### config.mk
export PLATFORM = sky130hd
export DESIGN_NAME = jtframe_cen_meter
export DESIGN_NICKNAME = d
export VERILOG_FILES = /design/src/rtl/jtframe_cen_meter_pkg.sv /design/src/rtl/jtframe_sat_cnt.sv /design/src/rtl/jtframe_cen_meter.sv
export SDC_FILE = /design/constraint.sdc
export NUM_CORES = 1
export LEC_CHECK = 0
export ABC_AREA = 1
export CAP_MARGIN = 40
export CORE_MARGIN = 2
export CORE_UTILIZATION = 35
export DETAILED_ROUTE_END_ITERATION = 16
export PLACE_DENSITY = 0.6
export SLEW_MARGIN = 20
export SYNTH_ARGS = -nofsm -noshare
export SYNTH_HDL_FRONTEND = slang
export SYNTH_SLANG_ARGS = --single-unit
### constraint.sdc
create_clock -name clk -period 6.6 [get_ports clk]
set_input_delay 0.99 -clock clk [delete_from_list [all_inputs] [get_ports clk]]
set_output_delay 0.99 -clock clk [all_outputs]
set_load 0.01 [all_outputs]
### src/rtl/jtframe_cen_meter_pkg.sv
// Shared definitions for the clock-enable rate/phase meter: FSM state
// encoding and the saturating-increment rule used by every pulse counter.
package jtframe_cen_meter_pkg;

    typedef enum logic [1:0] {
        ST_IDLE    = 2'd0,
        ST_ARM     = 2'd1,
        ST_MEASURE = 2'd2,
        ST_REPORT  = 2'd3
    } state_t;

    // A counter advances only when a pulse arrives and it is not already
    // all-ones; callers pass the reduction-AND of their own count so the
    // rule stays independent of counter width.
    function automatic logic sat_step(input logic inc, input logic at_max);
        return inc & ~at_max;
    endfunction

endpackage

### src/rtl/jtframe_sat_cnt.sv
// Saturating up-counter with synchronous clear; stops at all-ones.
module jtframe_sat_cnt
    import jtframe_cen_meter_pkg::*;
#(
    parameter int W = 16
) (
    input  logic         clk,
    input  logic         rst,
    input  logic         clr,
    input  logic         inc,
    output logic [W-1:0] q
);

    localparam logic [W-1:0] ONE = {{(W-1){1'b0}}, 1'b1};

    // Count pulses, clear on request, hold once saturated.
    always_ff @(posedge clk) begin
        if (rst) begin
            q <= '0;
        end else if (clr) begin
            q <= '0;
        end else if (sat_step(inc, &q)) begin
            q <= q + ONE;
        end else begin
            q <= q;
        end
    end

endmodule

### src/rtl/jtframe_cen_meter.sv
// Measures how many cen/cenb pulses fall inside a window aligned to the
// first cen, checks them against an expected range, and flags broken
// cen/cenb interleaving or a cen source that never fires.
module jtframe_cen_meter
    import jtframe_cen_meter_pkg::*;
#(
    parameter int CW = 16,
    parameter int WW = 20
) (
    input  logic          clk,
    input  logic          rst,
    input  logic          cen,
    input  logic          cenb,
    input  logic          start,
    input  logic [WW-1:0] win,
    input  logic [CW-1:0] exp_lo,
    input  logic [CW-1:0] exp_hi,
    output logic          busy,
    output logic          done,
    output logic [CW-1:0] cnt,
    output logic [CW-1:0] cntb,
    output logic          err_lo,
    output logic          err_hi,
    output logic          err_phase,
    output logic          stall
);

    localparam logic [CW-1:0] CNT_ONE = {{(CW-1){1'b0}}, 1'b1};
    localparam logic [WW-1:0] WIN_ONE = {{(WW-1){1'b0}}, 1'b1};

    state_t        state;
    logic [WW-1:0] win_r;
    logic [WW-1:0] wcnt_r;
    logic [CW-1:0] exp_lo_r;
    logic [CW-1:0] exp_hi_r;
    logic          phase_r;
    logic          cenb_seen_r;

    logic [CW-1:0] cnt_q;
    logic [CW-1:0] cntb_q;
    logic [CW-1:0] cnt_nx_s;
    logic [CW-1:0] cntb_nx_s;
    logic          cen_hit_s;
    logic          cenb_hit_s;
    logic          clr_s;
    logic          viol_s;
    logic          phase_nx_s;
    logic          go_report_s;
    logic          stall_hit_s;

    jtframe_sat_cnt #(.W(CW)) u_cnt (
        .clk (clk),
        .rst (rst),
        .clr (clr_s),
        .inc (cen_hit_s),
        .q   (cnt_q)
    );

    jtframe_sat_cnt #(.W(CW)) u_cntb (
        .clk (clk),
        .rst (rst),
        .clr (clr_s),
        .inc (cenb_hit_s),
        .q   (cntb_q)
    );

    // Decode which pulses count this cycle, phase violations and window end.
    always_comb begin
        cen_hit_s   = 1'b0;
        cenb_hit_s  = 1'b0;
        clr_s       = 1'b0;
        viol_s      = 1'b0;
        go_report_s = 1'b0;
        stall_hit_s = 1'b0;
        case (state)
            ST_IDLE: begin
                clr_s = start;
            end
            ST_ARM: begin
                // The aligning cen is the phase reference; only a
                // coincident cenb can be wrong here. cenb before the
                // reference is outside the window and not counted.
                cen_hit_s = cen;
                viol_s    = cen & cenb;
                if (cen) begin
                    go_report_s = (win_r == WIN_ONE);
                end else begin
                    go_report_s = (wcnt_r == WIN_ONE);
                    stall_hit_s = (wcnt_r == WIN_ONE);
                end
            end
            ST_MEASURE: begin
                cen_hit_s   = cen;
                cenb_hit_s  = cenb;
                viol_s      = (cen & cenb) | (cen & ~cenb_seen_r);
                go_report_s = (wcnt_r == WIN_ONE);
            end
            default: begin
                clr_s = 1'b0;
            end
        endcase
        // Value the counters will hold after this edge, so results can be
        // published in the same edge that enters REPORT.
        cnt_nx_s   = sat_step(cen_hit_s,  &cnt_q)  ? cnt_q  + CNT_ONE : cnt_q;
        cntb_nx_s  = sat_step(cenb_hit_s, &cntb_q) ? cntb_q + CNT_ONE : cntb_q;
        phase_nx_s = phase_r | viol_s;
    end

    // Measurement FSM, window/timeout counter, phase tracker and result registers.
    always_ff @(posedge clk) begin
        if (rst) begin
            state       <= ST_IDLE;
            win_r       <= '0;
            wcnt_r      <= '0;
            exp_lo_r    <= '0;
            exp_hi_r    <= '0;
            phase_r     <= 1'b0;
            cenb_seen_r <= 1'b0;
            busy        <= 1'b0;
            done        <= 1'b0;
            cnt         <= '0;
            cntb        <= '0;
            err_lo      <= 1'b0;
            err_hi      <= 1'b0;
            err_phase   <= 1'b0;
            stall       <= 1'b0;
        end else begin
            done <= 1'b0;
            case (state)
                ST_IDLE: begin
                    if (start) begin
                        win_r       <= win;
                        exp_lo_r    <= exp_lo;
                        exp_hi_r    <= exp_hi;
                        wcnt_r      <= win;
                        phase_r     <= 1'b0;
                        cenb_seen_r <= 1'b0;
                        if (win == '0) begin
                            // Empty window: report zero counts right away.
                            state     <= ST_REPORT;
                            done      <= 1'b1;
                            cnt       <= '0;
                            cntb      <= '0;
                            err_lo    <= (exp_lo != '0);
                            err_hi    <= 1'b0;
                            err_phase <= 1'b0;
                            stall     <= 1'b0;
                        end else begin
                            state <= ST_ARM;
                            busy  <= 1'b1;
                        end
                    end
                end
                ST_ARM: begin
                    if (cen) begin
                        phase_r     <= phase_nx_s;
                        cenb_seen_r <= 1'b0;
                        wcnt_r      <= win_r - WIN_ONE;
                        state       <= go_report_s ? ST_REPORT : ST_MEASURE;
                    end else if (go_report_s) begin
                        state <= ST_REPORT;
                    end else begin
                        wcnt_r <= wcnt_r - WIN_ONE;
                    end
                end
                ST_MEASURE: begin
                    phase_r <= phase_nx_s;
                    if (cen) begin
                        cenb_seen_r <= 1'b0;
                    end else if (cenb) begin
                        cenb_seen_r <= 1'b1;
                    end
                    wcnt_r <= wcnt_r - WIN_ONE;
                    if (go_report_s) begin
                        state <= ST_REPORT;
                    end
                end
                ST_REPORT: begin
                    state <= ST_IDLE;
                    busy  <= 1'b0;
                end
                default: begin
                    state <= ST_IDLE;
                    busy  <= 1'b0;
                end
            endcase
            // Publish results on the edge that enters REPORT.
            if (go_report_s) begin
                done      <= 1'b1;
                cnt       <= cnt_nx_s;
                cntb      <= cntb_nx_s;
                err_lo    <= (cnt_nx_s < exp_lo_r);
                err_hi    <= (cnt_nx_s > exp_hi_r);
                err_phase <= phase_nx_s;
                stall     <= stall_hit_s;
            end
        end
    end

endmodule
### Yosys cells after proc, flatten, opt, wreduce, memory -nomap -nowiden

Cells that the tools add are included.

| cells by class | value |
|---|---|
| $add $sub $neg | 4 |
| $lt $le $gt $ge | 2 |
| eq/ne operators | 10 |
| muxes and demuxes | 49 |
| bitwise logic cells | 9 |
| reductions and logical operators | 18 |

Operators by type and width:

| kind | count |
|---|---|
| 16-bit 2-to-1 mux | 7 |
| 20-bit 2-to-1 mux | 3 |
| 20-bit case mux with 3 select lines | 1 |
| 20-bit by 1-bit == test with 1-bit output, second input constant | 2 |
| 20-bit by 1-bit subtractor with 20-bit output, second input constant | 2 |
| 16-bit by 1-bit adder with 16-bit output, second input constant | 2 |
| 16-bit AND reduction | 2 |
| 1-bit 2-to-1 mux | 28 |
| 20-bit zero test | 1 |
| 16-bit > comparator | 1 |
| 16-bit < comparator | 1 |
| 16-bit nonzero test | 1 |
| 3-bit AND reduction | 4 |
| 2-bit 2-to-1 mux | 4 |
| 2-bit case mux with 4 select lines | 1 |
| 2-bit nonzero test | 4 |
| 2-bit inequality test, second input constant | 3 |
| 3-bit inequality test, second input constant | 2 |
| 1-bit case mux with 2 select lines | 3 |
| 1-bit case mux with 3 select lines | 2 |
| 1-bit bitwise AND | 4 |
| 2-bit == test, second input constant | 2 |
| 4-bit AND reduction | 1 |
| 2-bit OR reduction | 2 |
| other kinds (6) | 9 |

| word-level totals | value |
|---|---|
| register bits after elaboration | 146 |
| bits of input ports | 57 |
| output and inout port bits | 38 |
| logic and storage cells | 109 |

### Longest topological paths before layout

Gate-level depths: netlist (run 1).

| depth | value |
|---|---|
| word-level depth | 7 |
| depth in mapped cells | 22 |
| gate-level depth less buffers | 21 |

### Hierarchy

From an unflattened synthesis (run 1), not the netlist that was laid out.

| unflattened totals | value |
|---|---|
| cells, all modules | 1357 |
| area total of the unflattened synthesis | 8997.4 um2 |

Modules (own cells, without submodules):

| module | times used | cells each | area an instance (um2) | seq. area each (um2) |
|---|---|---|---|---|
| jtframe_cen_meter | 1 | 1056 | 7151.9 | 2282.2 |
| jtframe_sat_cnt at u_cntb | 1 | 149 | 930.9 | 320.3 |
| jtframe_sat_cnt at u_cnt | 1 | 152 | 914.6 | 320.3 |

### Worst setup path after synthesis (run 1)

OpenSTA, ideal clock, no wires.

| timing path | value |
|---|---|
| path kind | input -> register |
| from | in cen |
| to | reg err_hi |
| arrival | 3.031 ns |
| required time | 6.458 ns |
| path slack | 3.427 ns |
| cell stages on the path | 18 |
| buffers on the path | 1 |
| cell sequence | buf_6 nand2_1 clkinv_1 o21ai_2 inv_2 nand3_1 nor2_2 nand3_2 nor2_1 xor2_1 ha_1 nand2_1 inv_1 nand3_1 nor3_1 nand2_1 o311ai_0 a21oi_2 |

| between the ends | value |
|---|---|
| longest elaborated chain between the ends | 5 |
| elaborated cells on any way between the ends | 11 |

Ends and longest elaborated chain:

| what | RTL line | RTL |
|---|---|---|
| from (decl) | jtframe_cen_meter.sv:12 | `input logic cen,` |
| 1-bit 2-to-1 mux | jtframe_cen_meter.sv:75 | `case (state)` |
| 1-bit bitwise AND | jtframe_cen_meter_pkg.sv:16 | `return inc & ~at_max;` |
| 16-bit 2-to-1 mux | - |  |
| net cnt_nx_s[15] | jtframe_cen_meter.sv:41 | `logic [CW-1:0] cnt_nx_s;` |
| 16-bit > comparator | jtframe_cen_meter.sv:193 | `err_hi <= (cnt_nx_s > exp_hi_r);` |
| 1-bit 2-to-1 mux | jtframe_cen_meter.sv:188 | `if (go_report_s) begin` |
| to (signal assigned) | jtframe_cen_meter.sv:193 |  |
| to (decl) | jtframe_cen_meter.sv:23 | `output logic err_hi,` |

The timed path passes the listed nets, and every way through them passes these cells.
A chain may end at the register's enable or synchronous reset.

### Final worst setup path (run 1)

Same ends and word-level chain as after synthesis.

==> results of run 1 <==
power groups by stage:
stage | clock [µW] | combinational [µW] | sequential, µW
floorplan | 0 | 338 | 986
detailed placement | 0 | 477 | 997
CTS | 989 | 481 | 978
finish | 971 | 482 | 978
global placement | 0 | 469 | 996
global route | 1030 | 543 | 985
how the worst max path moves through the flow:
stage,start,end,slack [ns],cells after the start
after floorplan,cen,err_hi,3.43,18
after global placement,cen,err_hi,2.43,18
after detailed placement,cen,err_hi,2.38,18
after CTS,cen,err_hi,2.82,18
after global routing,cen,err_hi,2.44,18
final,cen,err_hi,2.79,18
layout make-up:
| type | count | area, µm² |
|---|---|---|
| Clock buffer | 21 | 460 |
| Sequential cell | 146 | 2920 |
| Inverter | 152 | 581 |
| Clock inverter | 11 | 131 |
| Multi-Input combinational cell | 770 | 4420 |
| Tap cell | 313 | 392 |
| Fill cell | 2321 | 12900 |
| Timing Repair Buffer | 100 | 1010 |
cell usage in the layout (no fill, tap or decap), types with 15 or more instances in the layout:
| cell type | n |
|---|---|
| xor2_1 | 35 |
| nor2_1 | 126 |
| nand3_1 | 33 |
| clkdlybuf4s50_1 | 93 |
| a21oi_1 | 101 |
| inv_1 | 140 |
| clkbuf_16 | 17 |
| nand2_2 | 33 |
| o21ai_0 | 81 |
| ha_1 | 42 |
| nor3_1 | 15 |
| dfxtp_1 | 146 |
| nand2_1 | 163 |
| a21oi_2 | 27 |
layer usage:
metal | vias up | routed length, µm | track usage, % | share of wire (%)
li1 | 3779 | - | - | -
met1 | 3413 | 10600 | 25.3 | 46
met2 | 205 | 10600 | 31.6 | 47
met3 | 24 | 1290 | 3.88 | 5.6
met4 | 0 | 320 | 4.33 | 1.4
met5 | - | 0 | 0 | 0
cells by family after synthesis:
family | after synthesis
buffers and inverters | 193
AND/OR/NAND/NOR | 424
adder cells (fa/ha/maj) | 42
flip-flops | 146
AO/OA/AOI/OAI | 260
XOR/XNOR | 44
through the flow:
step | hold WS [ns] | power (µW) | cells
after floorplan | 0.435 | 1320 | 1109
after global placement | 0.455 | 1470 | 1479
after detailed placement | 0.456 | 1470 | 1481
after CTS | 0.464 | 2450 | 1513
after global routing | 0.485 | 2560 | 1513
final | 0.461 | 2430 | 1513
state kept, by name, indices dropped and copies added, names as in the netlist, 2 cells and up:
register and flops:
wcnt_r 20, exp_hi_r 16, cnt 16, state 2
win_r 20, exp_lo_r 16, u_cntb.q 16, u_cnt.q 16
cntb 16
cell usage after synthesis, types with 15 or more instances:
| library cell | count |
|---|---|
| dfxtp_1 | 146 |
| nand3_1 | 33 |
| nand2_1 | 164 |
| nand2_2 | 32 |
| nor2_1 | 126 |
| nor3_1 | 15 |
| inv_1 | 140 |
| ha_1 | 42 |
| a21oi_2 | 27 |
| clkbuf_1 | 26 |
| a21oi_1 | 101 |
| xor2_1 | 35 |
| o21ai_0 | 81 |
worst max-delay path: stages:
cell,delay (ns)
clkdlybuf4s50_1,0.75
nand2_1,0.13
clkinv_1,0.10
o21ai_2,0.07
inv_2,0.11
nand3_1,0.14
nor2_2,0.16
nand3_2,0.10
nor2_1,0.13
xor2_1,0.30
ha_1,0.20
nand2_1,0.07
inv_1,0.07
nand3_1,0.06
nor3_1,0.19
nand2_1,0.07
o311ai_0,0.37
a21oi_2,0.08
==> results.yml, run 1 <==
placement:
  place_hpwl_um: 17000
  gp_congestion: 0.853
  place_area_um2: 9320
  portBuffers: 94
  place_ws_ns: 2.38
sta:
  rsz0062_at_grt: "no"
  finalWorstSetupSlack_ns: 2.79
  final_hold_viol_count: 0
  fmax_mhz: 263
  tightest_slew_ns: 0.828
  finalClockSkew_ns: 0.0110
  min_period_over_period_pct: 57.7
  report.final.slew_viol_count: 0
  setup_viol: 0
  max_slew_margin_pct: 44.8
  fin_tns_setup_ns: 0
  period_minus_slack_ns: 3.81
floorplan:
  initial_core_util_pct: 35.8
  rows: 55
  die_x_um: 157
  pin_count: 95
  core-area_um2: 22800
  dieHeight_um: 157
  dieArea_um2: 24600
pwr:
  p_switching_uw: 745
  comb_power_share_pct: 19.8
  max-vdd-ir-drop_mv: 0.163
  p_int_uw: 1690
  power_frac_clock_pct: 39.9
  seqPwrFrac_pct: 40.2
  switching_share_pct: 30.6
  leakage_uw: 0.00394
  powerDensity_nw_per_um2: 245
grt:
  overflow: 0
  grt_max_degree: 62
  grt_pass1_vias: 7004
  grt_pass1_wl_um: 36500
  grt_usage_pct: 19.0
  antenna_found_initial: 0
critical_path:
  crit_path_start_kind: "primary input"
  regToRegSetupSlack_ns: 2.91
  critical_path_class: "primary input to register"
  rr_worst_depth: 20
  end_kind: "register"
  arrival_ns: 4.09
  cp.required_ns: 6.88
  cp_max_fo: 7
  timing.rr.end: "err_hi"
  rr_startpoint: "state[0]"
clock_tree:
  numClockSinks: 146
  cts_buffers: 17
  cts_tree: "yes"
  h-tree-depth: 4
  clkLatencyLatePin_ns: 0.43
  hold_buffers: 0
  root_buffer: "clkbuf_16"
  path_clk_slew_ns: 0.06
  post_cts_buffers: 0
  post_cts_resized: 0
  clk_path_buf_depth: 2
route:
  vias: 7421
  drtAntennaViolNets: 0
  vias_per_cell: 4.90
  drtIter0Drc: 609
  wl_um: 22900
  drc: 0
  first_pass_iters: 5
  post_drt_wl_per_cell_um: 15.1
logic_synthesis:
  synth_xor_area_share_pct: 4.81
  synth.top_cell.area_share_pct: 35.8
  synthMuxAreaShare_pct: 0
  yosys-top-cells-area: "dfxtp_1, nand2_1, ha_1"
  syn-cell-area_um2: 8160
  netlist_instances: 1109
  synth_ff_type: "dfxtp_1"
  synth_compound_area_share_pct: 19.0
  yosys_warnings: 0
  yosysSeqAreaShare_pct: 35.8
  async_flop_share_pct: 0
  synth_edf_count: 0
  yosysTopAreaCell: "dfxtp_1"
  synth.avg_cell_area_um2: 7.36
  syn_nets: 1208
  synthAdderAreaFrac_pct: 6.44
  synthSimpleGateAreaFrac_pct: 23.9
  synth_top_family_by_area: "simple AND/OR/NAND/NOR gates"
  ys_types: 56
  synth_seq_cells: 146
final_layout:
  stdcell_area_um2: 9910
  drive_gt1_share_pct: 12.0
  fin_nets: 1286
  area_growth_syn_to_layout_pct: 21.4
  n_antenna_cell: 0
  final_util_pct: 43.5
outcome:
  outcome: "completed"
worst_hold_path:
  hold_depth: 2
  hp-start: "exp_hi_r[7]"
  min_path_type: "register to register"
  min_to: "exp_hi_r[7]"
job:
  maxCapViolCount: 0
Note: power is estimated with default switching activity, not from simulation.
==> run 2: changes to the inputs <==
==> constraint.sdc (replaced) <==
create_clock -name clk -period 3.7 [get_ports clk]
set_input_delay 0.555 -clock clk [delete_from_list [all_inputs] [get_ports clk]]
set_output_delay 0.555 -clock clk [all_outputs]
set_load 0.01 [all_outputs]
==> run 2 against run 1 <==
Effect of this change:
- worst hold slack gained 0.0023 ns
- die area unchanged
- global-route usage increased by 0.37 points
- count of clock-buffer cells in the layout shrank 2
- sequential power grew 78%
- via count fell by 0.12%
- critical path depth up 2
- clock power grew 68%
==> results.yml, run 2 (same netlist as run 1, synthesis figures left out) <==
sta:
  finalClockSkew_ns: 0.0145
  fin_tns_setup_ns: 0
  min_period_over_period_pct: 85.4
  final_hold_viol_count: 0
  max_slew_margin_pct: 45.0
  hold_ws_ns: 0.463
  setup_viol: 0
  period_minus_slack_ns: 3.16
  tightest_slew_ns: 0.824
  report.final.slew_viol_count: 0
  rsz0062_at_grt: "no"
  fmax_mhz: 316
grt:
  grt_pass1_vias: 7201
  grt_max_degree: 63
  grt_pass1_wl_um: 37100
  antenna_found_initial: 0
  grt_usage_pct: 19.4
  overflow: 0
floorplan:
  pin_count: 95
  dieHeight_um: 157
  initial_core_util_pct: 35.8
  rows: 55
  dieArea_um2: 24600
  die_x_um: 157
  core-area_um2: 22800
critical_path:
  critPathMaxStageDelay_ns: 0.42
  cp.required_ns: 3.99
  cp_max_fo: 7
  arrival_ns: 3.45
  crit_path_start_kind: "register"
  crit_slowest_cell: "dfxtp_1"
  cpMostUsedCell: "nand2_1"
  path_cells: "inv_1 > ha_1 > nand2_1 > clkinv_1 > o21ai_2 > inv_2 > nand2_1 > inv_2 > nand2_1 > nor2_1 > nand3_2 > xor2_2 > ha_1 > nand2_1 > inv_1 > nand3_1 > nor3_1 > nand2_1 > o311ai_0 > a21oi_2"
  critical_path_class: "register to register"
  end_kind: "register"
final_layout:
  n_antenna_cell: 0
  area_growth_syn_to_layout_pct: 21.5
  multi_input_area_um2: 4420
  n_fill_cell: 2352
  mostFrequentLayoutCells: "nand2_1, dfxtp_1, inv_1"
  seqCellArea_um2: 2920
  drive_gt1_share_pct: 12.6
  reg_top3: "wcnt_r: 20 flops, win_r: 20 flops"
  fin_nets: 1294
  layout_commonest_cell: "nand2_1"
clock_tree:
  post_cts_buffers: 0
  clk_path_buf_depth: 2
  post_cts_resized: 0
  clkLatencyLatePin_ns: 0.43
  root_buffer: "clkbuf_16"
  h-tree-depth: 4
  cts_tree: "yes"
  hold_buffers: 0
  numClockSinks: 146
  path_clk_slew_ns: 0.06
  cts_buffers: 17
route:
  first_pass_iters: 5
  drc: 0
  drtAntennaViolNets: 0
  vias_per_cell: 4.88
  vias: 7412
  post_drt_wl_per_cell_um: 15.1
  drtIter0Drc: 620
  wl_um: 23000
pwr:
  max-vdd-ir-drop_mv: 0.299
  leakage_uw: 0.00396
  powerDensity_nw_per_um2: 427
worst_hold_path:
  min_path_type: "register to register"
placement:
  gp_congestion: 0.918
  portBuffers: 94
  place_hpwl_um: 17000
outcome:
  outcome: "completed"
job:
  maxCapViolCount: 0
## run 2: changes by cell type in the layout (fill, tap and decap cells not counted)
cell        before  now
buf_16           1    0
buf_4            4   13
buf_12           0    1
clkinv_2         1    3
buf_8            1    0
clkbuf_1         2    1
inv_6            1    3
clkinv_4         5    1
bufinv_16        2    1
clkbuf_8         2    1
clkinvlp_4       3    5
## run 2: where the power goes
group          leakage, µW  switching, µW  total, µW  internal (µW)
clock             0.000258            697       1630            938
sequential         0.00119           71.9       1740           1670
combinational      0.00251            554        855            300
## run 2: layout make-up
class | count | share of cell area, %
Sequential cell | 146 | 29.5
Timing Repair Buffer | 108 | 10.6
Clock buffer | 19 | 4.47
Tap cell | 313 | 3.95
Multi-Input combinational cell | 770 | 44.5
Clock inverter | 12 | 1.10
Inverter | 152 | 5.85
## run 2: metrics by stage
stage	std cells	total power [µW]	util, %	area (µm²)	worst slack [ns]
final	1520	4230	43.5	9920	0.538
after CTS	1520	4260	43.5	9920	0.540
after floorplan	1109	2360	-	8160	0.758
after global placement	1489	2610	41.1	9370	0.298
after detailed placement	1489	2620	41.1	9370	0.259
after global routing	1520	4460	43.5	9920	0.241
## run 2: path summary, 6_finish.rpt
path | end | slack, ns | start | cells after the start
min reg2reg | exp_hi_r[4] | 0.46 | exp_hi_r[4] | 2
max reg2reg | err_hi | 0.54 | state[0] | 20
min | exp_hi_r[4] | 0.46 | exp_hi_r[4] | 2
max | err_hi | 0.54 | state[0] | 20
## run 2: critical path, delay by kind of cell, from the launching register on
family,cells,cell delay [ns]
AOI/OAI and AO/OA,3,0.50
xor gates and xnor gates,1,0.19
adders and majority gates,2,0.60
buffers and inverters,5,0.43
DFF,1,0.42
and+or+nand+nor,9,0.89
## run 2: metal layers
metal	wire [µm]	vias up	global-route usage, %
li1	-	3783	-
met1	10600	3417	25.6
met2	10800	193	32.5
met3	1170	19	3.54
met4	301	0	5.11
met5	0	-	0
==> run 3: changes to the inputs <==
==> constraint.sdc (replaced) <==
create_clock -name clk -period 3.7 [get_ports clk]
set_input_delay 0.555 -clock clk [delete_from_list [all_inputs] [get_ports clk]]
set_output_delay 0.555 -clock clk [all_outputs]
set_load 0.05 [all_outputs]
==> results of run 3 <==
Same layout as run 2 (identical final DEF). Status: completed.
Among the figures that moved: total power 4230 µW -> 4240 µW
